$ cat src/rtl/uart_pkg.sv
// Shared FSM types and constants for the command UART front end.
package uart_pkg;
   localparam int DATA_BITS = 8;
   localparam int BAUD_MIN  = 16;

   typedef enum logic [1:0] {RX_IDLE, RX_START, RX_DATA, RX_STOP} rx_state_t;
   typedef enum logic [1:0] {TX_IDLE, TX_START, TX_DATA, TX_STOP} tx_state_t;
   typedef enum logic       {EXPECT_HI, EXPECT_LO} asm_state_t;
endpackage

$ cat src/rtl/uart_rx.sv
// 8N1 receiver: two-flop synchronizer, mid-bit sampling FSM, single-cycle
// byte-valid / framing-error strobes.
module uart_rx
   import uart_pkg::*;
#(
   parameter int BAUD_W = 16
) (
   input  logic              clk,
   input  logic              rst_n,
   input  logic              rx_i,
   input  logic [BAUD_W-1:0] per_i,
   output logic [7:0]        rx_byte_o,
   output logic              rx_vld_o,
   output logic              rx_ferr_o,
   output logic              rx_start_o,
   output logic              rx_busy_o
);
   localparam logic [BAUD_W-1:0] CNT_ONE = BAUD_W'(1);

   logic                 rx_s1_q, rx_s2_q, rx_prev_q;
   rx_state_t            state_q;
   logic [BAUD_W-1:0]    cnt_q, per_q;
   logic [2:0]           bit_q;
   logic [DATA_BITS-1:0] sh_q;
   logic                 bit_end;

   assign bit_end    = (cnt_q == per_q);
   assign rx_start_o = (state_q == RX_IDLE) && rx_prev_q && !rx_s2_q;
   assign rx_vld_o   = (state_q == RX_STOP) && bit_end && rx_s2_q;
   assign rx_ferr_o  = (state_q == RX_STOP) && bit_end && !rx_s2_q;
   assign rx_byte_o  = sh_q;
   assign rx_busy_o  = (state_q != RX_IDLE);

   always_ff @(posedge clk or negedge rst_n) begin
      if (!rst_n) begin
         rx_s1_q   <= 1'b1;
         rx_s2_q   <= 1'b1;
         rx_prev_q <= 1'b1;
         state_q   <= RX_IDLE;
         cnt_q     <= '0;
         per_q     <= '0;
         bit_q     <= '0;
         sh_q      <= '0;
      end else begin
         rx_s1_q   <= rx_i;
         rx_s2_q   <= rx_s1_q;
         rx_prev_q <= rx_s2_q;
         case (state_q)
            RX_IDLE: begin
               // Period is frozen here so a baud change cannot corrupt a frame.
               if (rx_start_o) begin
                  state_q <= RX_START;
                  cnt_q   <= CNT_ONE;
                  per_q   <= per_i;
               end
            end
            RX_START: begin
               if (cnt_q == (per_q >> 1)) begin
                  cnt_q   <= CNT_ONE;
                  bit_q   <= '0;
                  state_q <= rx_s2_q ? RX_IDLE : RX_DATA;
               end else begin
                  cnt_q <= cnt_q + CNT_ONE;
               end
            end
            RX_DATA: begin
               if (bit_end) begin
                  cnt_q <= CNT_ONE;
                  sh_q  <= {rx_s2_q, sh_q[DATA_BITS-1:1]};
                  bit_q <= bit_q + 3'd1;
                  if (bit_q == 3'(DATA_BITS - 1)) state_q <= RX_STOP;
               end else begin
                  cnt_q <= cnt_q + CNT_ONE;
               end
            end
            RX_STOP: begin
               if (bit_end) state_q <= RX_IDLE;
               else         cnt_q   <= cnt_q + CNT_ONE;
            end
            default: state_q <= RX_IDLE;
         endcase
      end
   end
endmodule

$ cat src/rtl/cmd_uart_if.sv
// UART command front end: pairs received bytes into 16-bit commands and
// serializes response bytes. Define CMD_TIMEOUT_EN to drop a stale high byte.
module cmd_uart_if
   import uart_pkg::*;
#(
   parameter int BAUD_W  = 16,
   parameter int TO_BITS = 16
) (
   input  logic              clk,
   input  logic              rst_n,
   input  logic              RX,
   output logic              TX,
   input  logic [BAUD_W-1:0] baud_cnt,
   output logic [15:0]       cmd,
   output logic              cmd_rdy,
   input  logic              clr_cmd_rdy,
   input  logic [7:0]        resp,
   input  logic              send_resp,
   output logic              resp_sent
);
   localparam logic [BAUD_W-1:0] CNT_ONE = BAUD_W'(1);

   logic [BAUD_W-1:0] per_eff;
   logic [7:0]        rx_byte;
   logic              rx_vld, rx_ferr, rx_start, rx_busy;
   logic              asm_timeout;

   assign per_eff = (baud_cnt < BAUD_W'(BAUD_MIN)) ? BAUD_W'(BAUD_MIN) : baud_cnt;

   uart_rx #(.BAUD_W(BAUD_W)) u_rx (
      .clk       (clk),
      .rst_n     (rst_n),
      .rx_i      (RX),
      .per_i     (per_eff),
      .rx_byte_o (rx_byte),
      .rx_vld_o  (rx_vld),
      .rx_ferr_o (rx_ferr),
      .rx_start_o(rx_start),
      .rx_busy_o (rx_busy)
   );

   asm_state_t asm_q;
   logic [15:0] cmd_q;
   logic        cmd_rdy_q;

`ifdef CMD_TIMEOUT_EN
   logic [31:0] to_cnt_q;
   logic [31:0] to_limit;

   assign to_limit    = 32'(TO_BITS) * 32'(per_eff);
   assign asm_timeout = (asm_q == EXPECT_LO) && !rx_busy && !rx_start &&
                        (to_cnt_q >= to_limit - 32'd1);

   // Counts line-idle cycles only; any start edge restarts the window.
   always_ff @(posedge clk or negedge rst_n) begin
      if (!rst_n)                                         to_cnt_q <= '0;
      else if (asm_q != EXPECT_LO || rx_start || rx_busy) to_cnt_q <= '0;
      else                                                to_cnt_q <= to_cnt_q + 32'd1;
   end
`else
   logic unused_timeout;
   assign unused_timeout = ^{rx_start, rx_busy, 32'(TO_BITS)};
   assign asm_timeout    = 1'b0;
`endif

   always_ff @(posedge clk or negedge rst_n) begin
      if (!rst_n) begin
         asm_q     <= EXPECT_HI;
         cmd_q     <= '0;
         cmd_rdy_q <= 1'b0;
      end else begin
         if (clr_cmd_rdy) cmd_rdy_q <= 1'b0;
         // Bytes arriving while the consumer still owns cmd are dropped.
         if (rx_vld && !cmd_rdy_q && !clr_cmd_rdy) begin
            if (asm_q == EXPECT_HI) begin
               cmd_q[15:8] <= rx_byte;
               asm_q       <= EXPECT_LO;
            end else begin
               cmd_q[7:0]  <= rx_byte;
               cmd_rdy_q   <= 1'b1;
               asm_q       <= EXPECT_HI;
            end
         end else if ((rx_ferr || asm_timeout) && asm_q == EXPECT_LO) begin
            asm_q <= EXPECT_HI;
         end
      end
   end

   tx_state_t         tx_state_q;
   logic [BAUD_W-1:0] tx_cnt_q, tx_per_q;
   logic [2:0]        tx_bit_q;
   logic [7:0]        tx_sh_q;
   logic              tx_q, resp_sent_q;
   logic              tx_bit_end;

   assign tx_bit_end = (tx_cnt_q == tx_per_q);

   always_ff @(posedge clk or negedge rst_n) begin
      if (!rst_n) begin
         tx_state_q  <= TX_IDLE;
         tx_cnt_q    <= '0;
         tx_per_q    <= '0;
         tx_bit_q    <= '0;
         tx_sh_q     <= '0;
         tx_q        <= 1'b1;
         resp_sent_q <= 1'b0;
      end else begin
         resp_sent_q <= 1'b0;
         if (tx_state_q != TX_IDLE) tx_cnt_q <= tx_bit_end ? CNT_ONE : tx_cnt_q + CNT_ONE;
         case (tx_state_q)
            TX_IDLE: begin
               if (send_resp) begin
                  tx_state_q <= TX_START;
                  tx_q       <= 1'b0;
                  tx_cnt_q   <= CNT_ONE;
                  tx_per_q   <= per_eff;
                  tx_sh_q    <= resp;
               end
            end
            TX_START: begin
               if (tx_bit_end) begin
                  tx_state_q <= TX_DATA;
                  tx_q       <= tx_sh_q[0];
                  tx_bit_q   <= '0;
               end
            end
            TX_DATA: begin
               if (tx_bit_end) begin
                  tx_bit_q <= tx_bit_q + 3'd1;
                  if (tx_bit_q == 3'(DATA_BITS - 1)) begin
                     tx_state_q <= TX_STOP;
                     tx_q       <= 1'b1;
                  end else begin
                     tx_sh_q <= {1'b0, tx_sh_q[7:1]};
                     tx_q    <= tx_sh_q[1];
                  end
               end
            end
            TX_STOP: begin
               if (tx_bit_end) begin
                  tx_state_q  <= TX_IDLE;
                  resp_sent_q <= 1'b1;
               end
            end
            default: tx_state_q <= TX_IDLE;
         endcase
      end
   end

   assign TX        = tx_q;
   assign cmd       = cmd_q;
   assign cmd_rdy   = cmd_rdy_q;
   assign resp_sent = resp_sent_q;
endmodule
$ cat config.mk
export PLATFORM = sky130hd
export DESIGN_NAME = cmd_uart_if
export DESIGN_NICKNAME = d
export VERILOG_FILES = /design/src/rtl/uart_pkg.sv /design/src/rtl/uart_rx.sv /design/src/rtl/cmd_uart_if.sv
export SDC_FILE = /design/constraint.sdc
export NUM_CORES = 1
export LEC_CHECK = 0
export ABC_CLOCK_PERIOD_IN_PS = 2630
export BUFFER_PORTS_ARGS = -buffer_cell sky130_fd_sc_hd__buf_2
export CORE_ASPECT_RATIO = 0.5
export CORE_MARGIN = 10
export CORE_UTILIZATION = 54
export DETAILED_ROUTE_END_ITERATION = 7
export PLACE_DENSITY = 0.82
export SKIP_LAST_GASP = 1
export SLEW_MARGIN = 30
export SYNTH_ARGS = -nofsm -noshare
export SYNTH_HDL_FRONTEND = slang
export SYNTH_HIERARCHICAL = 1
export SYNTH_SLANG_ARGS = --single-unit
export TNS_END_PERCENT = 50
$ cat constraint.sdc
create_clock -name clk -period 2.63 [get_ports clk]
set_input_delay 0.1315 -clock clk [delete_from_list [all_inputs] [get_ports clk]]
set_output_delay 0.1315 -clock clk [all_outputs]
set_load 0.03 [all_outputs]
# [Yosys cells after proc, flatten, opt, wreduce, memory -nomap -nowiden]
# Index checks and enable logic that the tools add are counted.
[word_totals] reg_bits=113 inputBits=29 latchBits=0 wordCells=125 out_inout_bits=19 ramBits=0 n_memories=0 rom_bits=0
[classes] n_mul=0 n_lt_le_gt_ge=1 div=0 n_bitwise=1 mux=46 reduce_logical=31 n_shift=0 add_sub_neg=4 eq_ne=23
[op_table] op="$mux W16" count=9
[op_table] op="$pmux W16 S4" count=1
[op_table] op="$add A16 B1 Y16 const B" count=2
[op_table] op="$eq A16 B16 Y1" count=2
[op_table] op="$mux W8" count=3
[op_table] op="$mux W2" count=11
[op_table] op="$eq A16 B15 Y1" count=1
[op_table] op="$lt A16 B5 Y1 const B" count=1
[op_table] op="$ne A2 B2 Y1 const B" count=8
[op_table] op="$pmux W2 S4" count=2
[op_table] op="$pmux W8 S2" count=1
[op_table] op="$mux W1" count=12
[op_table] op="$mux W3" count=4
[op_table] op="$pmux W3 S2" count=2
[op_table] op="$reduce_and A2 Y1" count=6
[op_table] op="$reduce_and A5 Y1" count=2
[op_table] op="$reduce_bool A2 Y1" count=5
[op_table] op="$eq A2 B2 Y1 const B" count=4
[op_table] op="$logic_and A1 B1 Y1" count=8
[op_table] op="$ne A2 B1 Y1 const B" count=4
[op_table] op="$reduce_and A4 Y1" count=2
[op_table] op="$add A3 B1 Y3 const B" count=2
[op_table] op="$eq A3 B3 Y1 const B" count=2
[op_table] op="$reduce_and A3 Y1" count=2
[op_table] op="6 further kinds" count=10

# [Longest topological paths before layout]
[depth] word_depth=6 ltp_mapped=11 mapped_depth_nobuf=7

# [Modules after synthesis]
# Netlist, hierarchy kept.
[by_module_without_submodules] mod="cmd_uart_if" area_per_inst_um2=3311.9 instances=1 seq_area_each_um2=1627.8 cells_per_inst=298
[by_module_without_submodules] mod="uart_rx" area_per_inst_um2=2595.0 instances=1 seq_area_each_um2=1204.9 cells_per_inst=229

# [Worst setup path before layout]
# OpenSTA, ideal clock, no wires.
[synth_path] kind="register to register" from="register u_rx.cnt_q[0]" to="register cmd_q[10], in the netlist cmd[10]" arrival_ns=2.577 path_buffers=4 synth_period_minus_slack_ns=2.701 required_time_ns=2.505 setup_time_ns=0.125 slack_ns=-0.071 stages_incl_launch_ff=12 path_cell_list="dfrtp_1 buf_6 xor2_1 nor4_1 nand4_1 buf_2 buf_6 nor3_1 nor3b_1 nor2b_1 clkbuf_1 mux2_2"
[synth_between] elab_chain_len=6
[synth_lines] item="start: declaration" line="uart_rx.sv:22" rtl="logic [BAUD_W-1:0] cnt_q, per_q;"
[synth_lines] item="start signal: assignment" line="uart_rx.sv:63" rtl="cnt_q <= cnt_q + CNT_ONE;"
[synth_lines] item="start signal: assignment" line="uart_rx.sv:73" rtl="cnt_q <= cnt_q + CNT_ONE;"
[synth_lines] item="start signal: assignment" line="uart_rx.sv:78" rtl="else cnt_q <= cnt_q + CNT_ONE;"
[synth_lines] item="$eq A16 B16 Y1" line="uart_rx.sv:27" rtl="assign bit_end = (cnt_q == per_q);"
[synth_lines] item="$logic_and A1 B1 Y1 (2 in a row)" line="uart_rx.sv:29" rtl="assign rx_vld_o = (state_q == RX_STOP) && bit_end && rx_s2_q;"
[synth_lines] item="net rx_vld" line="cmd_uart_if.sv:25" rtl="logic rx_vld, rx_ferr, rx_start, rx_busy;"
[synth_lines] item="$logic_and A1 B1 Y1 (2 in a row)" line="cmd_uart_if.sv:74" rtl="if (rx_vld && !cmd_rdy_q && !clr_cmd_rdy) begin"
[synth_lines] item="$reduce_and A2 Y1 (no line)"
[synth_lines] item="end signal: assignment" line="cmd_uart_if.sv:76" rtl="cmd_q[15:8] <= rx_byte;"
[synth_lines] item="end: declaration" line="cmd_uart_if.sv:43" rtl="logic [15:0] cmd_q;"
# The timed path passes the listed nets, and every way through them passes these cells.
# A chain may end at the register's enable or synchronous reset.

# [Worst setup path after layout]
[layout_path] from="register u_rx.per_q[8]" to="register cmd_q[15], in the netlist cmd[15]"
[layout_between] elab_chain_len=6
[layout_lines] item="start: declaration" line="uart_rx.sv:22"
[layout_lines] item="start signal: assignment" line="uart_rx.sv:54" rtl="per_q <= per_i;"
[layout_lines] item="$eq A16 B16 Y1" line="uart_rx.sv:27"
[layout_lines] item="$logic_and A1 B1 Y1 (2 in a row)" line="uart_rx.sv:29"
[layout_lines] item="net rx_vld" line="cmd_uart_if.sv:25"
[layout_lines] item="$logic_and A1 B1 Y1 (2 in a row)" line="cmd_uart_if.sv:74"
[layout_lines] item="$reduce_and A2 Y1 (no line)"
# The timed path passes the listed nets, and every way through them passes these cells.

==> results.sh <==
export IMPL_worstSkewPairLatency_ns=0.41
export IMPL_grt_overflow=0
export IMPL_tightest_slew_ns=0.568
export IMPL_cp_buffers_inverters=1
export IMPL_setup_viol=0
export IMPL_synth_edf_count=0
export IMPL_rows=26
export IMPL_worst_setup_path_end_kind="flip-flop"
export IMPL_r2r_slack_ns=0.12
export IMPL_antenna_found_initial=0
export IMPL_dieArea_sq_mm=0.0158
export IMPL_hold_path_class="in2reg"
export IMPL_cts_tree="done"
export IMPL_synth_cells=527
export IMPL_max_cap_violations=0
export IMPL_numCtsBuffers=17
export IMPL_routedWlPerCell_um=18.0
export IMPL_vias=4294
export IMPL_clockRootBuffer="clkbuf_16"
export IMPL_synth_async_sr_flop_share=1.00
export IMPL_setup_tns_ns=0
export IMPL_syn_cell_area_sq_mm=0.00591
export IMPL_grt_max_degree=86
export IMPL_post_cts_buffers=0
export IMPL_path_cells="xor2_1, nor4_1, nand4_1, nor3_1, nor3b_2, nor2b_1, buf_4, mux2_2"
export IMPL_wirelength_um=13300
export IMPL_synthMostInstantiatedCell="dfrtp_1"
export IMPL_layout_min_cycle_time_ns=2.51
export IMPL_yosysTopAreaCellShare=0.462
export IMPL_vias_per_cell=5.83
export IMPL_io_buffers=47
export IMPL_antenna_left=0
export IMPL_ys_types=59
export IMPL_start_util=0.566
export IMPL_finalCritPeriodShare=0.954
export IMPL_dp_hpwl_um=8730
export IMPL_crit_type="reg2reg"
export IMPL_leakage_nw=3.27
export IMPL_drt_drc_violations_left=0
export IMPL_first_pass_iters=5
export IMPL_fp_dieW_um=168
export IMPL_critPathMaxStageDelay_ns=0.42
export IMPL_max_freq_ghz=0.399
export IMPL_fin_skew_ns=0.00587
export IMPL_yosys_top_cells_count="dfrtp_1 (109), mux2_2 (49), xor2_1 (44), nor2_1 (32), clkbuf_1 (21)"
export IMPL_synth_nets=566
export IMPL_placed_cells=695
export IMPL_slowest_stage="dfrtp_1"
export IMPL_h_tree_depth=4
export IMPL_coreArea_sq_mm=0.0104
export IMPL_io_pins=48
export IMPL_drive_above_1_share=0.295
export IMPL_routed_top_layer="met4"
export IMPL_pwr_density_cell_mw_per_mm2=1050
export IMPL_route_met2_wl_um=6430
export IMPL_crit_family="simple AND/OR/NAND/NOR gates"
export IMPL_antennaDiodeCount=0
export IMPL_syn_avg_cell_area_sq_um=11.2
export IMPL_grt_pass1_wl_um=22200
export IMPL_grtUsageTotal=0.171
export IMPL_yosysSeqAreaShare=0.480
export IMPL_synth_area_top_cells="dfrtp_1 (46%), mux2_2 (9.3%), xor2_1 (6.5%)"
export IMPL_cp_required_ns=2.92
export IMPL_stdcell_count=736
export IMPL_synth_top_area_cell="dfrtp_1"
export IMPL_cts_sinks=113
export IMPL_nFillCells=706
export IMPL_status="finished clean"
export IMPL_drv_slew=0
export IMPL_ys_ff_latch=113
export IMPL_gp_routability_congestion=0.903
export IMPL_wl_met1_um=6110
export IMPL_dr_first_iter_drc_count=361
export IMPL_peakVddDrop_v=0.000674
export IMPL_arrival_ns=2.80
export IMPL_crit_path_start_kind="flip-flop"
export IMPL_synth_flop_cell="dfrtp_1"
export IMPL_clk_path_buf_depth=2
export IMPL_clk_pin_slew_worst_paths_ns=0.06
export IMPL_rsz0062_at_grt="no"
export IMPL_die_h_um=94.0
export IMPL_yosysWarnings=6
export IMPL_grt_pass1_vias=4342
export IMPL_crit_fanout=9
export IMPL_areaGrowthSynthToFinish_pct=18.6
export IMPL_hold_viol_final=0
export IMPL_fin_nets=622
export IMPL_dr_wl_met3_um=519
export IMPL_max_slew_margin=0.621
final timing paths:
check,cells after the start,endpoint,startpoint
max in group asynchronous,3,u_rx/rx_prev_q,rst_n
max reg2reg,8,cmd[15],u_rx/per_q[8]
min in group asynchronous,2,tx_cnt_q[14],rst_n
max,8,cmd[15],u_rx/per_q[8]
min reg2reg,0,u_rx/rx_s2_q,u_rx/rx_s1_q
min,3,cmd_rdy,clr_cmd_rdy
cells in the final DEF (no fill, tap or decap), types with 12 or more instances in the layout:
| cell type | instances |
|---|---|
| xnor2_1 | 14 |
| a21oi_1 | 13 |
| dfrtp_1 | 109 |
| nand2b_1 | 13 |
| o21ai_0 | 15 |
| nor2_1 | 32 |
| and2_1 | 12 |
| nand2_1 | 15 |
| clkbuf_16 | 17 |
| buf_2 | 46 |
| mux2_2 | 49 |
| buf_4 | 19 |
| xor2_1 | 44 |
| inv_1 | 13 |
worst min-delay path: cells and delay by family:
kind                   cells  cell delay, ns
AOI/OAI and AO/OA          1            0.10
buffers and inverters      2            0.16
repair_timing:
item                                    in CTS  in global routing
endpoints found under the hold margin       37                  0
resized for setup                            1                  2
endpoints found under the setup margin       8                 12
hold buffers                                 9                  0
gates cloned                                 0                  0
kinds of logic (layout without fill, tap and decap cells):
group           count (synthesis)  in the layout  synth area share
simple gates                  141            141             0.135
buf+inv                        52            121            0.0449
fa+ha+maj                      10             10            0.0212
compound gates                 93             93             0.115
xor+xnor                       58             58            0.0860
flops                         113            113             0.480
mux                            60             60             0.119
flip-flops by register name, indices dropped and copies added (netlist names), 2 cells and up, named ones only:
name            cells
tx_cnt_q           16
tx_sh_q             8
tx_state_q          2
cmd                16
u_rx/per_q         16
u_rx/bit_q          3
u_rx/rx_byte_o      8
tx_per_q           16
u_rx/cnt_q         16
tx_bit_q            3
power by group:
part | total [W] | switching, W | internal, W
logic | 0.00216 | 0.00112 | 0.00103
registers | 0.00277 | 0.000554 | 0.00222
clock network | 0.00246 | 0.000864 | 0.00159
total | 0.00739 | 0.00254 | 0.00485
stage by stage:
| stage | area (sq um) | setup WS, ns | utilization | power, W | hold WS (ns) |
|---|---|---|---|---|---|
| after floorplan | 5910 | -0.0712 | - | 0.00432 | -0.164 |
| after global placement | 6260 | 0.206 | 0.600 | 0.00474 | 0.0811 |
| after detailed placement | 6260 | 0.136 | 0.600 | 0.00483 | 0.0815 |
| after CTS | 6990 | 0.0865 | 0.670 | 0.00737 | 0.000216 |
| after global routing | 7000 | 0.00810 | 0.671 | 0.00779 | 0.00503 |
| final | 7000 | 0.121 | 0.671 | 0.00739 | 0.00855 |
metal layers:
metal | track usage | vias to the layer above
met1 | 0.221 | 2142
li1 | - | 2015
met4 | 0.0576 | 0
met5 | 0 | -
met3 | 0.0426 | 22
met2 | 0.275 | 115
layout make-up:
class	count	area [sq um]	share of cell area
Timing Repair Buffer	75	483	0.0690
Sequential cell	113	2830	0.404
Clock buffer	17	425	0.0607
Tap cell	140	175	0.0250
Multi-Input combinational cell	362	2830	0.404
Inverter	14	52.6	0.00750
Clock inverter	15	209	0.0298
Note: power is estimated with default switching activity, not from simulation.
